**config.mk**
```make
export PLATFORM = sky130hd
export DESIGN_NAME = sd_req_arbiter
export DESIGN_NICKNAME = d
export VERILOG_FILES = /design/src/rtl/sd_req_arbiter.sv
export SDC_FILE = /design/constraint.sdc
export NUM_CORES = 1
export LEC_CHECK = 0
export CAP_MARGIN = 15
export CELL_PAD_IN_SITES_DETAIL_PLACEMENT = 0
export CELL_PAD_IN_SITES_GLOBAL_PLACEMENT = 2
export CORE_ASPECT_RATIO = 2
export CORE_MARGIN = 3
export CORE_UTILIZATION = 28
export CTS_CLUSTER_DIAMETER = 30
export DETAILED_ROUTE_END_ITERATION = 8
export PLACE_DENSITY_LB_ADDON = 0.1
export REMOVE_ABC_BUFFERS = 1
export SLEW_MARGIN = 20
export SYNTH_ARGS = -nofsm -noshare
export SYNTH_HDL_FRONTEND = slang
export SYNTH_SLANG_ARGS = --single-unit
```
**constraint.sdc**
```tcl
create_clock -name clk -period 5.1 [get_ports clk]
set_input_delay 0.765 -clock clk [delete_from_list [all_inputs] [get_ports clk]]
set_output_delay 0.765 -clock clk [all_outputs]
set_load 0.005 [all_outputs]
```
**src/rtl/sd_req_arbiter.sv**
```systemverilog
// Round-robin scheduler of virtual-drive block requests onto the hps_io
// sd_rd/sd_wr/sd_ack handshake, with one transfer in flight at a time.
module sd_req_arbiter #(
   parameter int          NREQ    = 3,
   parameter int          LBA_W   = 32,
   parameter logic [23:0] TIMEOUT = 24'hFFFFFF
) (
   input  logic                  clk,
   input  logic                  reset,
   input  logic [NREQ-1:0]       req_rd,
   input  logic [NREQ-1:0]       req_wr,
   input  logic [NREQ*LBA_W-1:0] req_lba,
   output logic [NREQ*LBA_W-1:0] sd_lba,
   output logic [NREQ-1:0]       sd_rd,
   output logic [NREQ-1:0]       sd_wr,
   input  logic [NREQ-1:0]       sd_ack,
   output logic [NREQ-1:0]       busy,
   output logic [NREQ-1:0]       done,
   output logic [NREQ-1:0]       err
);

   localparam int PW = (NREQ > 1) ? $clog2(NREQ) : 1;

   typedef enum logic [1:0] {IDLE, REQ, XFER, DONE} state_t;

   state_t                state, state_n;
   logic [PW-1:0]         gnt, gnt_n;
   logic [PW-1:0]         rr_ptr, rr_ptr_n;
   logic                  op_wr, op_wr_n;
   logic [NREQ-1:0]       pend_rd, pend_rd_n;
   logic [NREQ-1:0]       pend_wr, pend_wr_n;
   logic [NREQ-1:0]       ack_q;
   logic [23:0]           tmo, tmo_n;
   logic [NREQ*LBA_W-1:0] sd_lba_n;
   logic [NREQ-1:0]       sd_rd_n, sd_wr_n, busy_n, done_n, err_n;
   logic [NREQ-1:0]       clr_rd, clr_wr;
   logic                  found;
   logic [PW-1:0]         pick;
   int                    scan_idx;
   logic                  ack_rise;

   assign ack_rise = sd_ack[gnt] & ~ack_q[gnt];

   // First requester after rr_ptr (wrapping) with anything pending.
   always_comb begin
      found    = 1'b0;
      pick     = '0;
      scan_idx = 0;
      for (int k = 1; k <= NREQ; k++) begin
         scan_idx = (int'(rr_ptr) + k) % NREQ;
         if (!found && (pend_rd[scan_idx] || pend_wr[scan_idx])) begin
            found = 1'b1;
            pick  = PW'(scan_idx);
         end
      end
   end

   always_comb begin
      // NOTE: every output of this block gets a default first, so no path can infer a latch.
      state_n  = state;
      gnt_n    = gnt;
      rr_ptr_n = rr_ptr;
      op_wr_n  = op_wr;
      tmo_n    = tmo;
      sd_lba_n = sd_lba;
      sd_rd_n  = sd_rd;
      sd_wr_n  = sd_wr;
      done_n   = '0;
      err_n    = '0;
      clr_rd   = '0;
      clr_wr   = '0;

      unique case (state)
         IDLE: begin
            // A stale ack left over from before reset holds off every grant.
            if (!(|sd_ack) && found) begin
               gnt_n   = pick;
               op_wr_n = pend_wr[pick];
               sd_lba_n[int'(pick)*LBA_W +: LBA_W] = req_lba[int'(pick)*LBA_W +: LBA_W];
               sd_rd_n = '0;
               sd_wr_n = '0;
               if (pend_wr[pick]) sd_wr_n[pick] = 1'b1;
               else               sd_rd_n[pick] = 1'b1;
               tmo_n   = '0;
               state_n = REQ;
            end
         end
         REQ: begin
            if (ack_rise) begin
               sd_rd_n = '0;
               sd_wr_n = '0;
               if (op_wr) clr_wr[gnt] = 1'b1;
               else       clr_rd[gnt] = 1'b1;
               state_n = XFER;
            end else if (TIMEOUT != 24'd0 && tmo == TIMEOUT - 24'd1) begin
               sd_rd_n    = '0;
               sd_wr_n    = '0;
               if (op_wr) clr_wr[gnt] = 1'b1;
               else       clr_rd[gnt] = 1'b1;
               err_n[gnt] = 1'b1;
               rr_ptr_n   = gnt;
               state_n    = IDLE;
            end else if (tmo != '1) begin
               tmo_n = tmo + 24'd1;
            end
         end
         XFER: begin
            if (!sd_ack[gnt]) begin
               done_n[gnt] = 1'b1;
               state_n     = DONE;
            end
         end
         DONE: begin
            rr_ptr_n = gnt;
            state_n  = IDLE;
         end
         default: state_n = IDLE;
      endcase

      // A new pulse in the same cycle as the clear keeps the bit set.
      pend_rd_n = (pend_rd & ~clr_rd) | req_rd;
      pend_wr_n = (pend_wr & ~clr_wr) | req_wr;

      for (int i = 0; i < NREQ; i++)
         busy_n[i] = pend_rd_n[i] | pend_wr_n[i] | ((state_n != IDLE) && (gnt_n == PW'(i)));
   end

   // NOTE: state registers use non-blocking assignments so every flop samples pre-edge values.
   always_ff @(posedge clk) begin
      if (reset) begin
         state   <= IDLE;
         gnt     <= '0;
         rr_ptr  <= PW'(NREQ - 1);
         op_wr   <= 1'b0;
         pend_rd <= '0;
         pend_wr <= '0;
         ack_q   <= '0;
         tmo     <= '0;
         sd_lba  <= '0;
         sd_rd   <= '0;
         sd_wr   <= '0;
         busy    <= '0;
         done    <= '0;
         err     <= '0;
      end else begin
         state   <= state_n;
         gnt     <= gnt_n;
         rr_ptr  <= rr_ptr_n;
         op_wr   <= op_wr_n;
         pend_rd <= pend_rd_n;
         pend_wr <= pend_wr_n;
         ack_q   <= sd_ack;
         tmo     <= tmo_n;
         sd_lba  <= sd_lba_n;
         sd_rd   <= sd_rd_n;
         sd_wr   <= sd_wr_n;
         busy    <= busy_n;
         done    <= done_n;
         err     <= err_n;
      end
   end

endmodule
```
# [Yosys cells after proc, flatten, opt, wreduce, memory -nomap -nowiden]
# Cells that the tools add are included.
[word_totals] elab_cells=154 regBits=151 output_inout_bits=111 in_bits=107
[classes] n_shift=3 div_mod_pow=3 n_bitwise=17 mux=66 magnitude_cmp=7 reduce_logical=26 n_eq_ne=13 addsub=5
[ops] cell="$bwmux W96" count=1
[ops] cell="$lt A32 B4 Y1 const B" count=3
[ops] cell="$mod A32 B3 Y32 const B" count=3
[ops] cell="$mux W24" count=4
[ops] cell="$shift A32 B33 Y96 const A" count=1
[ops] cell="$shiftx A32 B33 Y96" count=1
[ops] cell="$shiftx A96 B8 Y32" count=1
[ops] cell="$pmux W24 S2" count=1
[ops] cell="$mux W3" count=14
[ops] cell="$neg A7 Y33" count=1
[ops] cell="$add A24 B1 Y24 const B" count=1
[ops] cell="$eq A24 B24 Y1 const B" count=1
[ops] cell="$ne A24 B24 Y1 const B" count=1
[ops] cell="$mux W2" count=11
[ops] cell="$mux W1" count=20
[ops] cell="$bmux W1 S2" count=9
[ops] cell="$pmux W3 S2" count=2
[ops] cell="$ne A2 B2 Y1 const B" count=5
[ops] cell="$logic_and A1 B1 Y1" count=8
[ops] cell="$pmux W2 S4" count=1
[ops] cell="$add A2 B2 Y3 const B" count=2
[ops] cell="$and A3 B3 Y3" count=2
[ops] cell="$eq A2 B2 Y1 const B" count=3
[ops] cell="$lt A2 B3 Y1 const B" count=2
[ops] cell="20 further kinds" count=42

# [Logic depth before layout (Yosys ltp)]
# Gate-level depths: netlist of run 1.
[depth] word_depth=20 depth_mapped=11 ltp_nobuf=8

# [Least setup slack after synthesis of run 1]
# OpenSTA, ideal clock, no wires.
[synth_path] kind="input-to-reg" from="input port sd_ack[1]" to="register sd_lba[73]" path_stages=6 path_buffers=1 required_ps=4972 arrival_time_ps=2450 setup_ps=128 setup_slack_ps=2523 path_cell_list="nor4_1 o41ai_4 nor4_4 buf_6 mux2i_1 nor2_1"
[synth_between] elab_chain_len=4
[synth_lines] item="start: declaration" line_no="16" rtl="input logic [NREQ-1:0] sd_ack,"
[synth_lines] item="$reduce_or A3 Y1" line_no="76" rtl="if (!(|sd_ack) && found) begin"
[synth_lines] item="$logic_not A1 Y1" line_no="76"
[synth_lines] item="$logic_and A1 B1 Y1" line_no="76"
[synth_lines] item="$reduce_and A2 Y1 (no line)"
[synth_lines] item="end signal: assignment" line_no="154" rtl="sd_lba <= sd_lba_n;"
[synth_lines] item="end: declaration" line_no="13" rtl="output logic [NREQ*LBA_W-1:0] sd_lba,"
# Every way passes these cells.
# A chain may end at the register's enable or synchronous reset.

# [Final worst setup path of run 1]
[layout_path] from="input port sd_ack[1]" to="register sd_lba[7]"
# Same word-level chain as after synthesis.

==> results by group, run 1 <==
Synth
  • Synth Area in XOR/XNOR: 0.00137
  • Synth Area in Adders: 0.0117
  • Unique masters post-synth: 63
  • Ys Warns: 0
  • Largest family of logic cells by synthesized area: compound AO/OA/AOI/OAI gates
  • Register area share after synthesis: 0.473
  • Main synth FF type: dfxtp_1
  • Post-synthesis mux area share: 0.0548
  • Ys async rst share: 0
  • Synthesized area per cell: 8.81 um^2
  • Post-synth EDFFs: 0
  • Leading area contributor after synthesis: dfxtp_1
  • Synth top area share: 0.473
  • Post-synthesis compound-gate area fraction: 0.217
  • Simple-Gate Fraction of Synth Area: 0.194
  • Mapped Cells: 726
  • Post-Syn Area: 6390 um^2
  • Synth area leaders: dfxtp_1, a21oi_1, nand3_1, mux2i_1, o21ai_0
  • FF+latch count, synth: 151

Clock tree
  • CTS Hold Bufs: 0
  • Skew-Pair Late Insertion Delay: 0.43 ns
  • Clk buf depth: 2
  • CTS HTree Levels: 4
  • Total CTS buffers: 17
  • Post-CTS sizing: 0
  • CTS tree: yes
  • Clk slew on worst S/H paths: 0.06 ns
  • Clock tree root buffer cell: clkbuf_16
  • Clock Sinks: 151
  • Setup Buffers After CTS: 0

STA
  • Final Max Tran Viols: 0
  • Max-slew headroom: 0.333
  • Setup_tns: 0 ns
  • Tmin final: 3.31 ns
  • F_max: 0.302 GHz
  • Tcrit/Tclk final: 0.648
  • Slew at the pin closest to its max-slew limit: 0.997 ns
  • Final count of negative-setup-slack endpoints: 0
  • Unrepaired setup endpoints after global routing: false
  • Final Hold Fails: 0
  • Clock Skew: 0.00786 ns

Pwr
  • Sequential power share: 0.415
  • Static Leakage: 0.00310 uW
  • Net Sw Frac: 0.231
  • Pint: 2260 uW
  • Worst vdd ir: 230 uV
  • P per Cell Area: 313 nW/um^2
  • Combinational Power Share: 0.103
  • Clock share of power: 0.483
  • Switch Pwr: 680 uW

Global routing
  • GR Util All Layers: 0.183
  • Vias in the first global route: 6,602
  • First-pass GRT wire length: 35,700 um
  • Pin count of the biggest net entering global routing: 83
  • Initial antenna violation count: 3
  • Overflow left after global routing: 0

Critical path
  • Worst endpoint required time: 5.46 ns
  • Cell count of the worst reg-to-reg path: 9
  • CP Capture Type: register
  • Slowest-stage cell, CP: a211oi_4
  • Worst EP arrival: 3.67 ns
  • Startpoint Class: primary input
  • Crit Path Category: in2reg
  • CP max FO: 23
  • Worst-path cell chain: clkdlybuf4s50_1 > nor4_1 > o41ai_4 > a211oi_4 > buf_4 > nand3_1 > a21oi_1
  • Register-to-register setup slack: 1.85 ns
  • RR Startpoint: rr_ptr[0]
  • Worst path max stage delay: 0.84 ns
  • R2R Path End: sd_lba[7]

Drt
  • Vias/cell: 5.20
  • DR WL/cell: 18.6 um
  • Vias post-DR: 6,261
  • Initial drt markers: 281
  • Total wire length: 22,400 um
  • # DRC: 0
  • First-pass DRT Iterations: 5
  • Post-DRT Antenna Nets: 0

Placement
  • GP Congestion: 0.790
  • Port bufs: 217
  • Dpl hpwl: 16,100 um

Die
  • Die W: 113 um
  • Die Y: 220 um
  • Row count: 77
  • Die area: 24,800 um^2
  • Starting Density: 0.287
  • Core ar.: 22,300 um^2
  • Io pins: 218

Status
  • Outcome: complete, no violations

Cells and area
  • Area of the multi-input gates: 3080 um^2
  • Syn-to-layout area delta: 47.2%
  • FILL cells: 2,214
  • # nets final: 1,027
  • FF/Latch Area: 3020 um^2
  • Util after Layout: 0.423
  • Share of layout cells above drive strength 1: 0.0647

Job
  • Max-cap violations: 0

Worst hold path
  • Min-delay src: sd_lba[52]
  • Hold crit path type: reg2reg
  • Worst Hold Depth: 2
  • Hold Path Sink: sd_lba[52]
==> cell usage in the layout, fill, tap and decap left out, types with 8 or more instances in the layout <==
master / count
or4_1: 9
o21ai_0: 69
or3_1: 15
nor3_1: 12
nand4_1: 12
and3_1: 8
nor2b_1: 8
o21ai_1: 14
clkbuf_16: 17
buf_4: 9
a21oi_1: 96
nor2_1: 49
dfxtp_1: 151
nand2_1: 21
mux2i_1: 35
inv_1: 10
nand3_1: 75
clkdlybuf4s50_1: 216
==> per-stage QoR <==
stage	cell area, um^2	setup WS, ns	hold slack, ns	std cells	total power, uW
2_1_floorplan	6120	0.866	0.454	669	1350
3_3_place_gp	8720	1.36	0.460	1170	1540
3_5_place_dp	8720	1.32	0.469	1170	1550
4_1_cts	9380	1.74	0.479	1202	2990
5_1_grt	9410	1.55	0.489	1204	3070
6_report	9410	1.79	0.475	1204	2940
==> how the worst max path moves through the flow <==
stage                     slack (ns)    endpoint  cells after the start  startpoint
final                           1.79   sd_lba[7]                      7   sd_ack[1]
after global routing            1.55  sd_lba[12]                      9   rr_ptr[0]
after CTS                       1.74     tmo[22]                      8   rr_ptr[0]
after detailed placement        1.32  sd_lba[22]                      7   sd_ack[1]
after global placement          1.36  sd_lba[31]                      7   sd_ack[1]
after floorplan                 0.87     busy[0]                      8   rr_ptr[0]
==> worst max-delay path, delay by kind of cell <==
kind / cells / cell delay, ns
compound gates: 3 / 1.31
buf+inv: 2 / 0.76
simple gates: 2 / 0.83
==> cell families (layout without fill, tap and decap cells) <==
| logic type | after synthesis | count (layout) |
|---|---|---|
| AOI/OAI and AO/OA | 231 | 231 |
| xor gates and xnor gates | 1 | 1 |
| adders and majority gates | 6 | 6 |
| buffers and inverters | 68 | 269 |
| DFF | 151 | 151 |
| muxes | 35 | 35 |
| other | 0 | 1 |
| and+or+nand+nor | 234 | 234 |
==> per-layer routing <==
layer	up-vias	wire length, um	global-route usage	share of wire
li1	3027	-	-	-
met2	165	12000	0.326	0.54
met3	32	1540	0.0706	0.069
met4	4	775	0.0842	0.035
met5	-	22	0	0.00098
met1	3033	8020	0.188	0.36
==> registers in the layout, summed over array words and instances (netlist names) <==
register / cells
sd_rd: 3
gnt: 2
done: 3
err: 3
pend_rd: 3
ack_q: 3
tmo: 24
pend_wr: 3
state: 2
busy: 3
op_wr: 1
sd_wr: 3
sd_lba: 96
rr_ptr: 2
==> cell usage after synthesis, types with 8 or more instances <==
master	instances
dfxtp_1	151
a21oi_1	97
nand3_1	75
o21ai_0	69
nor2_1	50
clkbuf_1	35
mux2i_1	35
nand2_1	21
buf_2	15
or3_1	15
o21ai_1	14
nand4_1	12
nor3_1	12
inv_1	10
or4_1	9
and3_1	8
nor2b_1	8
==> final cells by class <==
type	count	share of cell area
multi-input cells	507	0.328
flip-flops and latches	151	0.321
repair buffers	226	0.240
clock buffers	19	0.0460
well taps	276	0.0367
clock inverters	13	0.0241
inverters	11	0.00439
diodes	1	0.000266
==> power by group through the flow <==
stage          combinational, uW  clock (uW)  sequential [uW]
3_3_place_gp                 297           0             1250
6_report                     302        1420             1220
3_5_place_dp                 301           0             1250
5_1_grt                      330        1510             1220
4_1_cts                      303        1470             1220
2_1_floorplan                109           0             1240
No activity file was read; power rests on OpenSTA's default activity.
==> run 2, diff against run 1 <==
Settings changed: CORE_UTILIZATION 28 to 26.
Clock period 5.1 ns to 3.15 ns, I/O delays scaled along.
==> run 2 against run 1 <==
First-iteration DRC count increased by 0.36%. Flip-flop and latch count stayed put. Die area is 7.4% higher. Highest routed layer is now met4.
==> results by group, run 2 (synthesis gave the netlist of run 1 again) <==
Placement
  • Port bufs: 217 (unchanged)
  • GP Congestion: 0.778 (-1.5%)
  • Placed cell areas: 8870 um^2 (+1.7%)
  • Dpl hpwl: 16,600 um (+3.3%)

Clock tree
  • Clock Sinks: 151 (unchanged)
  • Post-CTS sizing: 0 (unchanged)
  • Clk buf depth: 2 (unchanged)
  • CTS HTree Levels: 4 (unchanged)
  • Clk slew on worst S/H paths: 0.06 ns (about the same)
  • Skew-Pair Late Insertion Delay: 0.44 ns (about the same)
  • CTS Hold Bufs: 0 (unchanged)
  • Total CTS buffers: 17 (unchanged)
  • Setup Buffers After CTS: 0 (unchanged)
  • CTS tree: yes
  • Clock tree root buffer cell: clkbuf_16

Critical path
  • Worst path max stage delay: 0.50 ns (-0.34 ns)
  • Worst EP arrival: 3.23 ns (-0.44 ns)
  • CP max FO: 35 (+52%)
  • Crit-path most repeated cell: nand2_1
  • Register-to-register setup slack: 0.28 ns (-1.57 ns)
  • CP Capture Type: register
  • Worst-path cell chain: inv_1 > ha_1 > nor2b_1 > o31a_1 > o41a_2 > nand2_1 > buf_12 > nand2_1 > buf_4 > a21oi_1
  • Slowest-stage cell, CP: o41a_2
  • Startpoint Class: register
  • Crit Path Category: reg2reg
  • Worst endpoint required time: 3.51 ns (-1.95 ns)

Cells and area
  • Largest register FFs: 96 (unchanged)
  • Share of layout cells above drive strength 1: 0.0759 (+0.0111)
  • FF/Latch Area: 3020 um^2 (unchanged)
  • Largest registers: sd_lba x96, tmo x24
  • Area of the multi-input gates: 3080 um^2 (unchanged)
  • Commonest non-fill, non-tap cell in the layout: clkdlybuf4s50_1
  • FILL cells: 2,470 (+12%)
  • Finished Cell Area: 9530 um^2 (+1.2%)
  • Most frequent cells in the layout: clkdlybuf4s50_1, dfxtp_1, a21oi_1, nand3_1, o21ai_0
  • # nets final: 1,036 (+0.88%)
  • Syn-to-layout area delta: 49.0%
  • Most flops, register: sd_lba
  • Util after Layout: 0.397 (-0.0264)

Global routing
  • First-pass GRT wire length: 36,000 um (+0.97%)
  • Vias in the first global route: 6,458 (-2.2%)
  • Pin count of the biggest net entering global routing: 92 (+11%)
  • Overflow left after global routing: 0 (unchanged)
  • GR Util All Layers: 0.178 (-0.00558)
  • Initial antenna violation count: 1 (-2)

STA
  • Final Max Tran Viols: 0 (unchanged)
  • Tmin final: 2.87 ns
  • Max-slew headroom: 0.602 (+0.269)
  • Clock Skew: 0.00788 ns (+0.0000213 ns)
  • Slew at the pin closest to its max-slew limit: 0.593 ns (-0.404 ns)
  • Final Hold Fails: 0 (unchanged)
  • Tcrit/Tclk final: 0.911
  • Unrepaired setup endpoints after global routing: false
  • F_max: 0.349 GHz
  • Final count of negative-setup-slack endpoints: 0 (unchanged)

Pwr
  • Worst vdd ir: 341 uV (+48%)
  • P per Cell Area: 499 nW/um^2 (+60%)
  • Static Leakage: 0.00316 uW (+2.0%)

Drt
  • # DRC: 0 (unchanged)
  • Total wire length: 23,300 um (+4.1%)
  • Vias/cell: 5.15 (-1.1%)
  • Post-DRT Antenna Nets: 0 (unchanged)
  • Initial drt markers: 282 (+0.36%)
  • DR WL/cell: 19.0 um (+2.4%)
  • First-pass DRT Iterations: 4 (-1)
  • Vias post-DR: 6,298 (+0.59%)

Die
  • Io pins: 218 (unchanged)
  • Die W: 117 um (+3.6%)
  • Row count: 80 (+3.9%)
  • Starting Density: 0.266 (-0.0211)
  • Core ar.: 24,000 um^2 (+7.9%)
  • Die Y: 228 um (+3.7%)
  • Die area: 26,600 um^2 (+7.4%)

Status
  • Outcome: complete, no violations

Worst hold path
  • Hold crit path type: in2reg

Job
  • Max-cap violations: 0 (unchanged)
==> run 2: cell count changes in the layout (fill, tap and decap cells not counted), sizes merged <==
cell      delta
clkbuf       +2
buf          +9
bufinv       -2
clkinvlp     -2
clkinv       +2
==> run 2: area by class of cell <==
| cell class | instances | share of cell area |
|---|---|---|
| repair buffers | 235 | 0.249 |
| well taps | 287 | 0.0377 |
| multi-input cells | 507 | 0.324 |
| flip-flops and latches | 151 | 0.317 |
| inverters | 11 | 0.00433 |
| clock inverters | 11 | 0.0177 |
| clock buffers | 21 | 0.0504 |
| diodes | 1 | 0.000263 |
==> run 2: final timing paths <==
check | startpoint | end | cells past startpoint
worst max-delay path | rr_ptr[0] | tmo[6] | 10
worst min-delay path | reset | sd_lba[27] | 2
worst max register to register | rr_ptr[0] | tmo[6] | 10
worst min register to register | sd_lba[56] | sd_lba[56] | 2
==> run 2: power by group <==
group,switching (uW),internal [uW],total (uW)
logic,264,250,515
registers,30.9,1950,1980
clock network,850,1410,2260
total,1150,3610,4750
==> run 2: critical path, delay by kind of cell, from the launching register on <==
kind,cells,cell delay (ns)
flip-flops,1,0.38
buffers and inverters,3,0.52
AO/OA/AOI/OAI,3,1.02
adder cells (fa/ha/maj),1,0.47
AND/OR/NAND/NOR,3,0.41
==> run 2: per-stage QoR <==
stage	instances	setup TNS (ns)	hold slack, ns	power, uW	worst slack, ns
2_1_floorplan	669	-74.56	0.454	2190	-1.08
3_3_place_gp	1191	0	0.461	2530	0.362
3_5_place_dp	1191	0	0.468	2540	0.277
4_1_cts	1223	0	0.410	4820	0.261
5_1_grt	1224	0	0.436	4940	0.0945
6_report	1224	0	0.438	4750	0.281
==> run 2: per-layer routing <==
metal / vias up / share of wire / global-route usage
met2: 184 / 0.54 / 0.320
met5: - / 0 / 0
li1: 3049 / - / -
met1: 3025 / 0.35 / 0.171
met3: 40 / 0.072 / 0.0729
met4: 0 / 0.035 / 0.0811
==> run 3, diff against run 2 <==
Settings changed: ABC_AREA set to 1, CORE_UTILIZATION 26 to 25.
==> run 3 against run 2 <==
Area after synthesis increased by 5.4%. Critical path depth increased by 4. Non-clock buffer count decreased by 5. Design area increased by 2.7%. Synthesized cell count increased by 26%. Global-route usage decreased by 1.2 points.
==> results by group, run 3 <==
Critical path
  • Worst path max stage delay: 0.44 ns (-0.06 ns)
  • CP max FO: 32 (-8.6%)
  • Crit path from: rr_ptr[0]
  • Startpoint Class: register
  • Family with the most delay on the worst path: simple AND/OR/NAND/NOR gates
  • Crit-path most repeated cell: nand2_1
  • CP Depth: 14 (+4)
  • Worst EP arrival: 2.89 ns (-0.34 ns)
  • CP Buf/Inv Count: 4 (+1)
  • Cell count of the worst reg-to-reg path: 14 (+4)
  • RR Startpoint: rr_ptr[0]
  • CP Capture Type: register
  • Slowest-stage cell, CP: inv_2
  • Crit Path Category: reg2reg
  • Worst endpoint required time: 3.52 ns (about the same)
  • Worst-path cell chain: inv_1 > ha_1 > nor2_1 > nand2_1 > nand2_1 > inv_2 > nand2_4 > nand3_2 > nand3_4 > buf_4 > nor2_4 > inv_2 > nand2_1 > a21oi_1

Cells and area
  • Syn-to-layout area delta: 45.2%
  • Commonest non-fill, non-tap cell in the layout: clkdlybuf4s50_1
  • Largest register FFs: 96 (unchanged)
  • Most flops, register: sd_lba
  • Largest registers: sd_lba x96, tmo x24
  • Most frequent cells in the layout: clkdlybuf4s50_1, nor2_1, dfxtp_1, nand2_1, o21ai_0
  • # nets final: 1,240 (+20%)
  • FILL cells: 2,843 (+15%)
  • Share of layout cells above drive strength 1: 0.0947 (+0.0189)

Drt
  • Initial drt markers: 257 (-8.9%)
  • DR WL/cell: 16.1 um (-16%)
  • # DRC: 0 (unchanged)
  • Post-DRT Antenna Nets: 0 (unchanged)
  • Vias post-DR: 6,446 (+2.3%)
  • Total wire length: 23,900 um (+2.5%)
  • First-pass DRT Iterations: 4 (unchanged)
  • Vias/cell: 4.34 (-16%)

Synth
  • Post-synth EDFFs: 0 (unchanged)
  • Synth top area share: 0.449 (-0.0241)
  • Largest family of logic cells by synthesized area: simple AND/OR/NAND/NOR gates
  • Synth Area in Adders: 0.0111 (-0.000599)
  • FF+latch count, synth: 151 (unchanged)
  • Post-synthesis mux area share: 0 (-0.0548)
  • Post-synthesis compound-gate area fraction: 0.119 (-0.0976)
  • Leading area contributor after synthesis: dfxtp_1
  • Unique masters post-synth: 40 (-37%)
  • Synth area leaders: dfxtp_1, nor2_1, nand2_1, o21ai_0, inv_1
  • Register area share after synthesis: 0.449 (-0.0241)
  • Main synth FF type: dfxtp_1
  • Synth Area in XOR/XNOR: 0.0234 (+0.0220)
  • Post-Syn Area: 6740 um^2 (+5.4%)
  • Ys async rst share: 0 (unchanged)
  • Mapped Cells: 917 (+26%)
  • Simple-Gate Fraction of Synth Area: 0.315 (+0.122)
  • Synthesized area per cell: 7.35 um^2 (-17%)
  • Top-count cell post-synth: nor2_1
  • Ys Warns: 0 (unchanged)
  • Commonest cells in the netlist: nor2_1, dfxtp_1, nand2_1

Die
  • Core ar.: 26,400 um^2 (+9.8%)
  • Die area: 29,100 um^2 (+9.2%)
  • Io pins: 218 (unchanged)
  • Row count: 84 (+5.0%)
  • Starting Density: 0.255 (-0.0107)
  • Die W: 122 um (+4.4%)
  • Die Y: 238 um (+4.6%)

Pwr
  • Combinational Power Share: 0.122 (+0.014)
  • Net Sw Frac: 0.246 (+0.00560)
  • Power, Total: 4540 uW (-4.5%)
  • Pint: 3420 uW (-5.2%)
  • Clock share of power: 0.437 (-0.038)
  • Sequential power share: 0.441 (+0.025)
  • Worst vdd ir: 362 uV (+6.2%)
  • Switch Pwr: 1120 uW (-2.3%)
  • P per Cell Area: 464 nW/um^2 (-7.0%)
  • Static Leakage: 0.00376 uW (+19%)

Global routing
  • Initial antenna violation count: 1 (unchanged)
  • Global-route met2 utilization: 0.325 (+0.00487)
  • Vias in the first global route: 6,428 (-0.46%)
  • Grt met3 use: 0.0368 (-0.0362)
  • First-pass GRT wire length: 36,200 um (+0.50%)
  • Overflow left after global routing: 0 (unchanged)
  • GR Util All Layers: 0.166 (-0.0118)
  • GRT busiest layer: met2
  • GRT met1 Usage: 0.157 (-0.0144)
  • Pin count of the biggest net entering global routing: 51 (-45%)

STA
  • Unrepaired setup endpoints after global routing: false
  • Tcrit/Tclk final: 0.800 (-0.111)
  • Final Hold Fails: 0 (unchanged)
  • Clock Skew: 0.00679 ns (-0.00109 ns)
  • Setup_tns: 0 ns (unchanged)
  • Max-slew headroom: 0.566 (-0.0361)
  • Slew at the pin closest to its max-slew limit: 0.651 ns (+0.0577 ns)
  • Tmin final: 2.52 ns (-0.349 ns)
  • F_max: 0.397 GHz (+14%)
  • Final count of negative-setup-slack endpoints: 0 (unchanged)
  • Final Max Tran Viols: 0 (unchanged)

Clock tree
  • Clk slew on worst S/H paths: 0.06 ns (about the same)
  • Setup Buffers After CTS: 0 (unchanged)
  • CTS Hold Bufs: 0 (unchanged)
  • Clock Sinks: 151 (unchanged)
  • CTS tree: yes
  • CTS HTree Levels: 4 (unchanged)
  • Clk buf depth: 2 (unchanged)
  • Post-CTS sizing: 0 (unchanged)
  • Total CTS buffers: 17 (unchanged)
  • Skew-Pair Late Insertion Delay: 0.44 ns (about the same)
  • Clock tree root buffer cell: clkbuf_16

Placement
  • GP Congestion: 0.785 (+0.89%)
  • Port bufs: 217 (unchanged)
  • Dpl hpwl: 17,900 um (+7.7%)

Job
  • Max-cap violations: 0 (unchanged)

Worst hold path
  • Min-delay src: sd_lba[67]
  • Worst Hold Depth: 2 (unchanged)
  • Hold crit path type: reg2reg

Status
  • Outcome: complete, no violations
[run 3: changes by cell type after synthesis, sizes merged, moves of 9 or more]
cell,before,now
or2,3,33
inv,10,85
nand3,75,46
or3,15,0
mux2i,35,0
a21oi,97,48
o21ai,83,96
nand2,21,142
nor2,51,226
clkbuf,35,14
or4,9,0
xor2,1,10
[run 3: power by group through the flow]
| stage | Combinational [uW] | Sequential [uW] | Clock (uW) |
|---|---|---|---|
| 5_1_grt | 617 | 2010 | 2150 |
| 6_report | 552 | 2000 | 1990 |
| 3_5_place_dp | 564 | 2040 | 0 |
| 3_3_place_gp | 563 | 2040 | 0 |
| 4_1_cts | 568 | 2000 | 2070 |
| 2_1_floorplan | 226 | 2040 | 0 |
[run 3: stage by stage]
stage | hold WS, ns | setup slack [ns] | instances | area, um^2 | util
after CTS | 0.465 | 0.599 | 1484 | 9780 | 0.371
after detailed placement | 0.455 | 0.614 | 1452 | 9220 | 0.349
final | 0.459 | 0.630 | 1486 | 9780 | 0.371
after global placement | 0.446 | 0.659 | 1452 | 9220 | 0.349
after floorplan | 0.451 | 0.737 | 878 | 6510 | -
after global routing | 0.481 | 0.354 | 1485 | 9780 | 0.371
[run 3: final cells by class]
| cell class | instances | area [um^2] | share of cell area |
|---|---|---|---|
| Antenna cell | 2 | 5.00 | 0.000512 |
| Tap cell | 344 | 430 | 0.0440 |
| Sequential cell | 151 | 3020 | 0.309 |
| Multi-Input combinational cell | 642 | 3160 | 0.323 |
| Clock buffer | 24 | 492 | 0.0503 |
| Clock inverter | 8 | 71.3 | 0.00729 |
| Timing Repair Buffer | 230 | 2280 | 0.233 |
| Inverter | 85 | 322 | 0.0329 |
[run 3: cells by family (layout without fill, tap and decap cells)]
logic type,count (synthesis),after routing
AOI/OAI and AO/OA,147,147
xor gates and xnor gates,18,18
adders and majority gates,6,6
buffers and inverters,124,347
DFF,151,151
other,0,2
and+or+nand+nor,471,471
[run 3: worst paths after layout]
path	endpoint	slack, ns
min	sd_lba[67]	0.46
max reg2reg	sd_lba[70]	0.63
max	sd_lba[70]	0.63
min reg2reg	sd_lba[67]	0.46
[run 3: per-layer routing]
| layer | routed length, um | share of wire |
|---|---|---|
| met5 | 0 | 0 |
| met1 | 8190 | 0.34 |
| met4 | 892 | 0.037 |
| met3 | 1100 | 0.046 |
| met2 | 13700 | 0.57 |
[run 3: worst min-delay path, cell delays in order, from the launching register on]
cell and delay (ns):
dfxtp_1 0.31, nand2_1 0.06, a21oi_1 0.05
